`src/rtl/alu_mdu.sv`:
```
// alu_mdu: single-issue integer ALU with an iterative multiply/divide unit.
// Base ops complete one cycle after acceptance; M ops iterate one bit per
// cycle for XLEN cycles. Define ALU_MDU_DIV_EN to compile in the restoring
// divider (DIV/DIVU/REM/REMU); without it those codes return 0 as base ops.
module alu_mdu #(
  parameter int unsigned XLEN = 32
) (
  input  logic            clk,
  input  logic            rst,
  input  logic            in_valid,
  output logic            in_ready,
  input  logic [XLEN-1:0] lhs,
  input  logic [XLEN-1:0] rhs,
  input  logic [4:0]      funct,
  output logic            out_valid,
  input  logic            out_ready,
  output logic [XLEN-1:0] out
);

  localparam int unsigned SHW = $clog2(XLEN);
  localparam logic [SHW-1:0] LAST = SHW'(XLEN - 1);

  typedef enum logic [1:0] {S_IDLE, S_BUSY, S_DONE} state_t;

  state_t            r_state;
  state_t            w_state_nxt;
  logic              r_in_ready;
  logic              r_out_valid;
  logic [XLEN-1:0]   r_out;
  logic [SHW-1:0]    r_cnt;
  logic [XLEN-1:0]   r_hi;
  logic [XLEN-1:0]   r_lo;
  logic [XLEN-1:0]   r_mcand;
  logic [2:0]        r_op;
  logic              r_neg_q;
`ifdef ALU_MDU_DIV_EN
  logic              r_neg_r;
`endif

  logic              w_accept;
  logic              w_start_iter;
  logic              w_last;
  logic [SHW-1:0]    w_shamt;
  logic [XLEN-1:0]   w_base;
  logic              w_lhs_signed;
  logic              w_rhs_signed;
  logic              w_lhs_neg;
  logic              w_rhs_neg;
  logic [XLEN-1:0]   w_lhs_mag;
  logic [XLEN-1:0]   w_rhs_mag;
  logic [XLEN:0]     w_mul_sum;
  logic [XLEN-1:0]   w_hi_nxt;
  logic [XLEN-1:0]   w_lo_nxt;
  logic [2*XLEN-1:0] w_prod;
  logic [2*XLEN-1:0] w_prod_c;
  logic [XLEN-1:0]   w_mres;
`ifdef ALU_MDU_DIV_EN
  logic [XLEN:0]     w_rem_sh;
  logic              w_ge;
  logic [XLEN-1:0]   w_diff;
`endif

  assign in_ready  = r_in_ready;
  assign out_valid = r_out_valid;
  assign out       = r_out;

  assign w_accept = in_valid & r_in_ready;
  assign w_last   = (r_cnt == LAST);
  assign w_shamt  = rhs[SHW-1:0];
`ifdef ALU_MDU_DIV_EN
  assign w_start_iter = funct[4];
`else
  assign w_start_iter = funct[4] & ~funct[2];
`endif

  // Base (single-cycle) operation result.
  always_comb begin
    w_base = '0;
    case (funct[3:0])
      4'b0000: w_base = lhs & rhs;
      4'b0001: w_base = lhs | rhs;
      4'b0010: w_base = lhs ^ rhs;
      4'b0011: w_base = lhs + rhs;
      4'b1011: w_base = lhs - rhs;
      4'b0100: w_base = lhs >> w_shamt;
      4'b1100: w_base = XLEN'($signed(lhs) >>> w_shamt);
      4'b0101: w_base = lhs << w_shamt;
      4'b0110: w_base = XLEN'(lhs < rhs);
      4'b1110: w_base = XLEN'($signed(lhs) < $signed(rhs));
      default: w_base = '0;
    endcase
  end

  // Operand signedness and magnitudes for M ops at acceptance.
  always_comb begin
    w_lhs_signed = (funct[2:0] == 3'b001) | (funct[2:0] == 3'b010) |
                   (funct[2:0] == 3'b100) | (funct[2:0] == 3'b110);
    w_rhs_signed = (funct[2:0] == 3'b001) | (funct[2:0] == 3'b100) |
                   (funct[2:0] == 3'b110);
    w_lhs_neg    = w_lhs_signed & lhs[XLEN-1];
    w_rhs_neg    = w_rhs_signed & rhs[XLEN-1];
    w_lhs_mag    = w_lhs_neg ? -lhs : lhs;
    w_rhs_mag    = w_rhs_neg ? -rhs : rhs;
  end

  // One iteration: shift-add multiply step or restoring divide step.
  always_comb begin
    w_mul_sum = {1'b0, r_hi} + (r_lo[0] ? {1'b0, r_mcand} : '0);
    w_hi_nxt  = w_mul_sum[XLEN:1];
    w_lo_nxt  = {w_mul_sum[0], r_lo[XLEN-1:1]};
`ifdef ALU_MDU_DIV_EN
    w_rem_sh  = {r_hi, r_lo[XLEN-1]};
    w_ge      = (w_rem_sh >= {1'b0, r_mcand});
    w_diff    = w_rem_sh[XLEN-1:0] - r_mcand;
    if (r_op[2]) begin
      w_hi_nxt = w_ge ? w_diff : w_rem_sh[XLEN-1:0];
      w_lo_nxt = {r_lo[XLEN-2:0], w_ge};
    end
`endif
  end

  // Final-iteration result with sign correction applied.
  always_comb begin
    w_prod   = {w_hi_nxt, w_lo_nxt};
    w_prod_c = r_neg_q ? -w_prod : w_prod;
    w_mres   = '0;
    case (r_op)
      3'b000:                 w_mres = w_prod_c[XLEN-1:0];
      3'b001, 3'b010, 3'b011: w_mres = w_prod_c[2*XLEN-1:XLEN];
`ifdef ALU_MDU_DIV_EN
      3'b100, 3'b101:         w_mres = r_neg_q ? -w_lo_nxt : w_lo_nxt;
      default:                w_mres = r_neg_r ? -w_hi_nxt : w_hi_nxt;
`else
      default:                w_mres = '0;
`endif
    endcase
  end

  // Next-state logic.
  always_comb begin
    w_state_nxt = r_state;
    case (r_state)
      S_IDLE:  if (w_accept) w_state_nxt = w_start_iter ? S_BUSY : S_DONE;
      S_BUSY:  if (w_last) w_state_nxt = S_DONE;
      S_DONE:  if (out_ready) w_state_nxt = S_IDLE;
      default: w_state_nxt = S_IDLE;
    endcase
  end

  // State register; in_ready tracks the IDLE state.
  always_ff @(posedge clk) begin
    if (rst) begin
      r_state    <= S_IDLE;
      r_in_ready <= 1'b1;
    end else begin
      r_state    <= w_state_nxt;
      r_in_ready <= (w_state_nxt == S_IDLE);
    end
  end

  // Operand capture, iteration datapath and result register.
  always_ff @(posedge clk) begin
    if (rst) begin
      r_out_valid <= 1'b0;
      r_out       <= '0;
      r_cnt       <= '0;
      r_hi        <= '0;
      r_lo        <= '0;
      r_mcand     <= '0;
      r_op        <= '0;
      r_neg_q     <= 1'b0;
`ifdef ALU_MDU_DIV_EN
      r_neg_r     <= 1'b0;
`endif
    end else begin
      case (r_state)
        S_IDLE: begin
          if (w_accept) begin
            r_cnt   <= '0;
            r_hi    <= '0;
            r_lo    <= w_lhs_mag;
            r_mcand <= w_rhs_mag;
            r_op    <= funct[2:0];
`ifdef ALU_MDU_DIV_EN
            r_neg_q <= (w_lhs_neg ^ w_rhs_neg) & ~(funct[2] & (rhs == '0));
            r_neg_r <= w_lhs_neg;
`else
            r_neg_q <= w_lhs_neg ^ w_rhs_neg;
`endif
            if (!w_start_iter) begin
              r_out       <= funct[4] ? '0 : w_base;
              r_out_valid <= 1'b1;
            end
          end
        end
        S_BUSY: begin
          r_hi  <= w_hi_nxt;
          r_lo  <= w_lo_nxt;
          r_cnt <= r_cnt + SHW'(1);
          if (w_last) begin
            r_out       <= w_mres;
            r_out_valid <= 1'b1;
          end
        end
        S_DONE: begin
          if (out_ready) r_out_valid <= 1'b0;
        end
        default: r_out_valid <= 1'b0;
      endcase
    end
  end

endmodule

```
`config.mk`:
```
export PLATFORM = sky130hd
export DESIGN_NAME = alu_mdu
export DESIGN_NICKNAME = d
export VERILOG_FILES = /design/src/rtl/alu_mdu.sv
export SDC_FILE = /design/constraint.sdc
export NUM_CORES = 1
export LEC_CHECK = 0
export CAP_MARGIN = 30
export CORE_ASPECT_RATIO = 0.8
export CORE_UTILIZATION = 45
export DETAILED_ROUTE_END_ITERATION = 8
export HOLD_SLACK_MARGIN = 0.03
export PLACE_DENSITY_LB_ADDON = 0.3
export SETUP_SLACK_MARGIN = 0.3
export SYNTH_ARGS = -nofsm -noshare
export SYNTH_HDL_FRONTEND = slang
export SYNTH_SLANG_ARGS = --single-unit
```
`constraint.sdc`:
```
create_clock -name clk -period 6.25 [get_ports clk]
set_clock_uncertainty 0.05 [all_clocks]
set_input_delay 1.25 -clock clk [delete_from_list [all_inputs] [get_ports clk]]
set_output_delay 1.25 -clock clk [all_outputs]
set_load 0.01 [all_outputs]
```
# Yosys cells after proc, flatten, opt, wreduce, memory -nomap -nowiden
# Cells that the tools add are included.
# op_classes
muxes,27
order_cmp,2
add_sub_neg,7
bitwise_logic,14
n_shift,3
n_reduce_logical,10
eq_ne,23
# op_table
cell,count
case mux 32 bit (10 select lines),1
two-way mux 32 bit,9
case mux 32 bit (2 select lines),4
less-than comparator 32 bit,2
two-way mux 64 bit,1
negator 32 bit,2
negator 64 bit,1
adder 32 x 32 -> 33 bit,1
adder 32 bit,1
AND 32 bit,1
bitwise OR 32 bit,1
<< shifter 32 x 5 -> 32 bit,1
right shift 32 x 5 -> 32 bit,1
>>> shifter 32 x 5 -> 32 bit,1
subtractor 32 bit,1
XOR 32 bit,1
equality test 4 x 3 -> 1 bit (second input constant),3
equality test 4 bit (second input constant),3
case mux 5 bit (2 select lines),1
equality test 3 x 2 -> 1 bit (second input constant),3
equality test 4 x 2 -> 1 bit (second input constant),2
two-way mux 2 bit,4
inequality test 2 bit (second input constant),4
AND reduction 4 bit,2
other kinds (21),35
# totals
in_bits,73
word_cells,96
output_inout_bits,34
reg_bits,141

# Longest topological paths before layout
# Gate-level depths: netlist of the first run.
# logic_depth
depth_word,8
mapped_depth,16
ltp_nobuf,15

# Worst setup path after synthesis of the first run
# OpenSTA, ideal clock, no wires.
# synth_path
path_type,input port to flip-flop
startpoint,in rhs[2]
endpoint,"reg r_out[27], in the netlist out[27]"
path_slack_ns,1.085
cell_stages,16
arrival_ns,5.037
t_required_ns,6.122
setup_ns,0.078
path_buffers,3
cell_sequence,inv_1 -> clkbuf_1 -> clkbuf_1 -> buf_1 -> ha_1 -> o21ai_0 -> o21ai_0 -> a41oi_1 -> a31oi_1 -> a221oi_1 -> o21ai_0 -> or3_1 -> a211o_1 -> o211ai_1 -> a221oi_1 -> nor3_1
# synth_via
elab_chain_len,6
elab_cells_between_ends,10
classes_between,add/sub: 2; shift: 3; mux: 5
# synth_lines
item,line,rtl
"start, declared",13,"input logic [XLEN-1:0] rhs,"
"subtractor 32 bit, or another cell as far along",84,4'b1011: w_base = lhs - rhs;
case mux 32 bit (10 select lines) (*),79,case (funct[3:0])
two-way mux 32 bit (*),191,r_out <= funct[4] ? '0 : w_base;
two-way mux 32 bit (*),190,if (!w_start_iter) begin
two-way mux 32 bit (*),178,if (w_accept) begin
case mux 32 bit (2 select lines) (*),176,case (r_state)
"end signal, assigned",191,
"end signal, assigned",201,r_out <= w_mres;
"end, declared",29,logic [XLEN-1:0] r_out;
# Mark *: on every way between the ends. The rest lies on a longest branch, timed or not. The select of a mux whose other input is x is not followed.
# A chain may end at the register's enable or synchronous reset.

# Worst setup path after layout of the first run
# layout_path
startpoint,in lhs[2]
endpoint,"reg r_out[28], in the netlist out[28]"
# layout_via
elab_chain_len,6
elab_cells_between_ends,10
classes_between,add/sub: 2; shift: 3; mux: 5
# layout_lines
item,line,rtl
"start, declared",12,"input logic [XLEN-1:0] lhs,"
"subtractor 32 bit, or another cell as far along",84,
case mux 32 bit (10 select lines) (*),79,
two-way mux 32 bit (*),191,
two-way mux 32 bit (*),190,
two-way mux 32 bit (*),178,
case mux 32 bit (2 select lines) (*),176,
# Marks and branches as above.

==> results of run 1 <==
-- cell usage after synthesis (all sizes together), types with 6 or more instances --
cell | instances | share of area [%]
nor2 | 285 | 5.6
a21oi | 247 | 6.5
nand2 | 246 | 4.8
clkbuf | 181 | 3.6
o21ai | 178 | 4.7
dfxtp | 141 | 15
ha | 134 | 8.8
inv | 119 | 2.3
xnor2 | 111 | 5.1
nand3 | 84 | 2.3
nor3 | 74 | 2.0
mux4 | 59 | 6.9
mux2i | 57 | 3.0
xor2 | 48 | 2.2
a22oi | 45 | 1.8
and2 | 42 | 1.4
a211oi | 41 | 1.6
o31ai | 39 | 1.5
buf | 37 | 0.80
nand4 | 37 | 1.2
a31oi | 36 | 1.2
or3 | 36 | 1.3
o22ai | 29 | 0.95
a221oi | 28 | 1.3
a21o | 23 | 0.90
nor4 | 22 | 0.91
o21bai | 21 | 0.82
nor2b | 19 | 0.62
a311oi | 18 | 0.82
nand2b | 18 | 0.59
o221ai | 17 | 0.78
a221o | 16 | 0.84
o21a | 16 | 0.63
o211ai | 15 | 0.59
o41ai | 15 | 0.69
or2 | 13 | 0.43
and3 | 12 | 0.42
o311ai | 12 | 0.55
a2111oi | 10 | 0.46
or4 | 8 | 0.33
o2111ai | 7 | 0.32
a211o | 6 | 0.27
a41oi | 6 | 0.27
-- flip-flops by register name (all words and copies together), names as in the netlist --
register	count
r_lo	32
r_mcand	32
r_neg_q	1
out	32
in_ready	1
r_hi	32
r_cnt	5
r_state	2
out_valid	1
r_op	3
-- power by group through the flow --
stage,sequential [mW],clock (mW),combinational [mW]
3_3_place_gp,1.07,0,1.64
4_1_cts,1.05,1.05,1.66
3_5_place_dp,1.07,0,1.65
2_1_floorplan,1.05,0,1.05
6_report,1.05,1.05,1.74
5_1_grt,1.06,1.10,1.83
-- path summary, 6_finish.rpt --
check	from	slack (ps)	endpoint	cells past startpoint
worst min register to register	r_mcand[22]	400	r_mcand[22]	2
worst min-delay path	r_mcand[22]	400	r_mcand[22]	2
worst max-delay path	lhs[2]	750	out[28]	14
worst max register to register	r_lo[0]	950	out[11]	14
-- critical path, cell delays in order --
cell and delay, ps:
clkdlybuf4s50_1 720, inv_1 160, ha_1 450, nor2b_1 100, o311ai_0 540, a22oi_1 240, a31oi_1 580, o31ai_1 250
a221oi_1 470, o21bai_1 220, a21oi_1 280, xnor2_1 150, a31oi_1 110, o32ai_1 290
-- cell type report --
class | instances | share of cell area [%]
multi-input cells | 2191 | 70.0
diodes | 7 | 0.0814
repair buffers | 205 | 8.71
flip-flops and latches | 141 | 13.1
inverters | 121 | 2.11
clock inverters | 14 | 0.739
well taps | 552 | 3.21
clock buffers | 18 | 2.04
-- cells by family after synthesis --
family          count (synthesis)  synth area share (%)
fa+ha+maj                     137                  9.08
compound gates                865                  29.4
xor+xnor                      159                  7.28
mux                           121                  10.2
flops                         141                  14.8
simple gates                  909                  22.5
buf+inv                       339                  6.73
-- through the flow --
| step | cell area (um2) | setup WS, ps | std cells | util [%] |
|---|---|---|---|---|
| after floorplan | 19100 | 1080 | 2671 | - |
| after global placement | 20800 | 574 | 3203 | 49.5 |
| after detailed placement | 20800 | 395 | 3208 | 49.7 |
| after CTS | 21400 | 815 | 3240 | 51.2 |
| after global routing | 21500 | 454 | 3242 | 51.3 |
| final | 21500 | 754 | 3249 | 51.3 |
-- routing by layer --
metal,track usage [%],wire (um)
met1,56.2,37000
met2,55.5,35700
met3,12.5,12000
met4,14.1,3230
met5,0,23
==> reports/qor.csv, run 1 <==
stage,metric,value,unit
outcome,status,completed,
placed_design,globalplace.congestion,1.05,
sta,setup_viol,0,
routing,wire_per_inst,27.1,um
setup_path,arrival,5790,ps
setup_path,crit_fanout,11,
setup_path,worstSetupPathType,in2reg,
floorplanning,die_area,43300,um2
grt,grt_util_all_layers,39.6,%
cts,clk_pin_slew_worst_paths,70,ps
routing,via_per_inst,6.83,
sta,hold_slack,399,ps
yosys,syn_avg_cell_area,7.16,um2
grt,antenna_found_initial,6,
routing,firstDrtPassIters,6,
grt,overflow,0,
layout,layout_common_cells,"nor2_1 (283), nand2_1 (246), a21oi_1 (244)",
yosys,async_reset_ff_share,0,%
power,swShare,42.6,%
yosys,syn_inst,2671,
power,p_leak,8.19,nW
grt,grt_max_degree,93,
power,combPwrFrac,45.2,%
layout,layout_commonest_cell,nor2_1,
power,pwr_density_cell,179,nW/um2
power,switching_power,1.64,mW
setup_path,crit_required,6550,ps
placed_design,dp_hpwl,68.0,mm
routing,vias,22200,
sta,slew_headroom,25.8,%
routing,routed_wl,87.9,mm
cts,clock_path_buffers,2,
yosys,yosysUniqueCellTypes,84,
power,clkPwrFrac,27.4,%
yosys,syn_area,19100,um2
yosys,synth-seq-cells,141,
sta,hold_violations,0,
cts,postCtsResizedCells,0,
power,peakVddDrop,0.209,mV
grt,grt_pass1_vias,20100,
sta,fin_crit,5500,ps
yosys,ys.flop_type,dfxtp_1,
power,internal-power,2.21,mW
sta,final.setup.tns,0,ps
routing,drt-initial-drc-count,3529,
floorplanning,coreArea,41900,um2
yosys,ys_warn_count,0,
layout,num-fill-cells,4207,
cts,htreeDepth,4,
worst_hold_path,hold_path.class,reg2reg,
cts,cts-hold-fix-buffers,0,
floorplanning,die_x,232,um
setup_path,end_kind,flop,
sta,rsz0062_at_grt,false,
layout,seq_area,2820,um2
floorplanning,rows,67,
sta,fmaxAchievable,182,MHz
yosys,synth-edff-count,0,
yosys,mappedNetlistNets,2881,
power,power_frac_seq,27.4,%
cts,cts_sinks,141,
sta,fin_crit_sh,87.9,%
routing,antenna_left,0,
layout,syn_to_final_growth,12.5,%
floorplanning,die_height,186,um
floorplanning,start_util,45.6,%
job,drv_cap,0,
yosys,yosysSeqAreaShare,14.8,%
grt,grt_pass1_wl,129,mm
layout,drive_gt1_share,9.14,%
routing,drc_errors,0,
sta,drv_slew,0,
cts,cts_setup_buffers,0,
setup_path,worstSetupStartpointType,input pin,
cts,worst_skew_pair.late_latency,440,ps
cts,clock_tree.root_cell,clkbuf_16,
cts,cts_made_buffers,17,
layout,multi_input_area,15100,um2
floorplanning,num_io_pins,107,
cts,tritoncts,done,
placed_design,port_buffers,106,
sta,worst_slew_pin_slew,1110,ps
layout,fin_nets,2887,
power,power,3.84,mW
Power figures use the tool's default switching activity.
==> run 2: changes to the inputs <==
Settings changed: HOLD_SLACK_MARGIN 0.03 to not set, REMOVE_ABC_BUFFERS set to 1.
==> run 2 against run 1 <==
  * Sequential share of layout area grew 0.14 points
  * Maximum frequency up 2.6%
  * Cell area shrank 1.1%
  * Largest cell class unchanged
  * Highest routed layer unchanged
  * Power grew 1.2%
  * Worst hold slack hardly changed
  * Critical path type unchanged
  * Critical endpoint unchanged
==> reports/qor.csv, run 2 (synthesis results as in run 1) <==
stage,metric,value,unit
setup_path,crit_fanout,8,
setup_path,critPathSlowestCell,o311ai_0,
job,drv_cap,0,
cts,worst_skew_pair.late_latency,440,ps
floorplanning,num_io_pins,107,
layout,layout_commonest_cell,nor2_1,
cts,clock_path_buffers,2,
setup_path,worstSetupPathType,in2reg,
grt,grt_pass1_wl,130,mm
sta,rsz0062_at_grt,false,
cts,htreeDepth,4,
floorplanning,rows,67,
cts,cts-hold-fix-buffers,0,
power,p_leak,8.07,nW
cts,tritoncts,done,
sta,drv_slew,0,
power,power,3.89,mW
sta,hold_violations,0,
cts,postCtsResizedCells,0,
sta,fin_crit,5360,ps
grt,grt_max_degree,87,
routing,drc_errors,0,
placed_design,globalplace.congestion,1.06,
layout,multi_input_area,15000,um2
layout,syn_to_final_growth,11.3,%
layout,layout_common_cells,"nor2_1 (283), nand2_1 (246), a21oi_1 (244)",
power,power_frac_seq,27.1,%
setup_path,end_kind,flop,
routing,firstDrtPassIters,6,
cts,cts_setup_buffers,0,
power,pwr_density_cell,183,nW/um2
sta,fin_crit_sh,85.7,%
routing,routed_wl,88.8,mm
worst_hold_path,worstHoldStart,r_mcand[29],
setup_path,arrival,5650,ps
placed_design,dpl_cell_area,20600,um2
setup_path,crit_required,6550,ps
placed_design,port_buffers,106,
cts,cts_sinks,141,
layout,fin_nets,2866,
floorplanning,start_util,45.6,%
setup_path,worstSetupStartpointType,input pin,
cts,clock_tree.root_cell,clkbuf_16,
sta,fmaxAchievable,187,MHz
setup_path,max_stage_delay,590,ps
floorplanning,coreArea,41900,um2
floorplanning,die_area,43300,um2
layout,seq_area,2820,um2
cts,clk_pin_slew_worst_paths,60,ps
floorplanning,die_x,232,um
sta,setup_viol,0,
power,clkPwrFrac,28.7,%
grt,grt_pass1_vias,20100,
layout,fin_util,50.8,%
routing,drt-initial-drc-count,2898,
power,combPwrFrac,44.2,%
sta,worst_slew_pin_slew,1190,ps
power,swShare,41.7,%
grt,grt_util_all_layers,40.0,%
cts,cts_made_buffers,17,
outcome,status,completed,
power,switching_power,1.62,mW
layout,num-fill-cells,4157,
setup_path,rr_startpoint,r_lo[0],
setup_path,crit_start,lhs[0],
grt,overflow,0,
routing,via_per_inst,6.80,
worst_hold_path,hold_path.class,reg2reg,
floorplanning,die_height,186,um
routing,wire_per_inst,27.6,um
power,internal-power,2.27,mW
layout,drive_gt1_share,8.39,%
setup_path,crit_chain,clkdlybuf4s50_1 -> inv_1 -> ha_1 -> inv_1 -> fa_1 -> nor2b_1 -> o311ai_0 -> a22oi_1 -> a31oi_1 -> buf_4 -> o31ai_1 -> a221oi_1 -> o21bai_1 -> a21oi_1 -> xnor2_1 -> a31oi_1 -> o32ai_1,
routing,vias,21900,
layout,postLayoutCellArea,21300,um2
placed_design,dp_hpwl,69.1,mm
grt,antenna_found_initial,4,
power,peakVddDrop,0.214,mV
routing,antenna_left,0,
sta,slew_headroom,19.8,%
run 2: cell types whose count changed in the layout (fill, tap and decap cells not counted), sizes merged:
cell / before / now
diode: 7 / 4
bufinv: 2 / 4
clkdlybuf4s15: 1 / 0
clkinvlp: 4 / 5
clkbuf: 18 / 19
inv: 123 / 120
clkinv: 6 / 5
buf: 106 / 86
run 2: power by group through the flow:
stage               sequential, mW  clock (mW)  combinational [mW]
finish                        1.06        1.11                1.72
global route                  1.06        1.16                1.82
CTS                           1.05        1.12                1.66
detailed placement            1.07           0                1.65
global placement              1.07           0                1.63
floorplan                     1.06           0               0.966
run 2: metal layers:
layer	global-route usage, %	vias up	wire [um]
li1	-	9826	-
met1	56.6	10600	38000
met2	56.8	1343	36400
met3	12.1	185	11100
met4	14.1	2	3330
met5	1.00	-	60
run 2: critical path: cells and delay by family:
family                   cells  cell delay [ps]
adder cells (fa/ha/maj)      2              590
buffers and inverters        4              990
XOR/XNOR                     1              150
AO/OA/AOI/OAI                9             2520
AND/OR/NAND/NOR              1              160
run 2: layout make-up:
type                       count  area share (%)
clock buffer                  19            2.08
timing repair buffer         184            7.66
antenna                        4          0.0470
inverter                     121            2.13
tap                          552            3.24
sequential                   141            13.3
multi-input combinational   2191            70.7
clock inverter                13           0.888
run 2: stage by stage:
step	setup WS (ps)	setup TNS [ps]	instances	hold slack, ps
CTS	930	0	3221	400
floorplan	-2340	-141220	2453	371
finish	893	0	3225	398
global placement	555	0	3184	388
detailed placement	482	0	3189	391
global route	677	0	3221	426
run 2: worst paths after layout:
check	endpoint	slack (ps)	cells after the start
worst max-delay path	out[28]	890	17
worst min-delay path	r_mcand[29]	400	2
worst max register to register	out[30]	1310	15
worst min register to register	r_mcand[29]	400	2
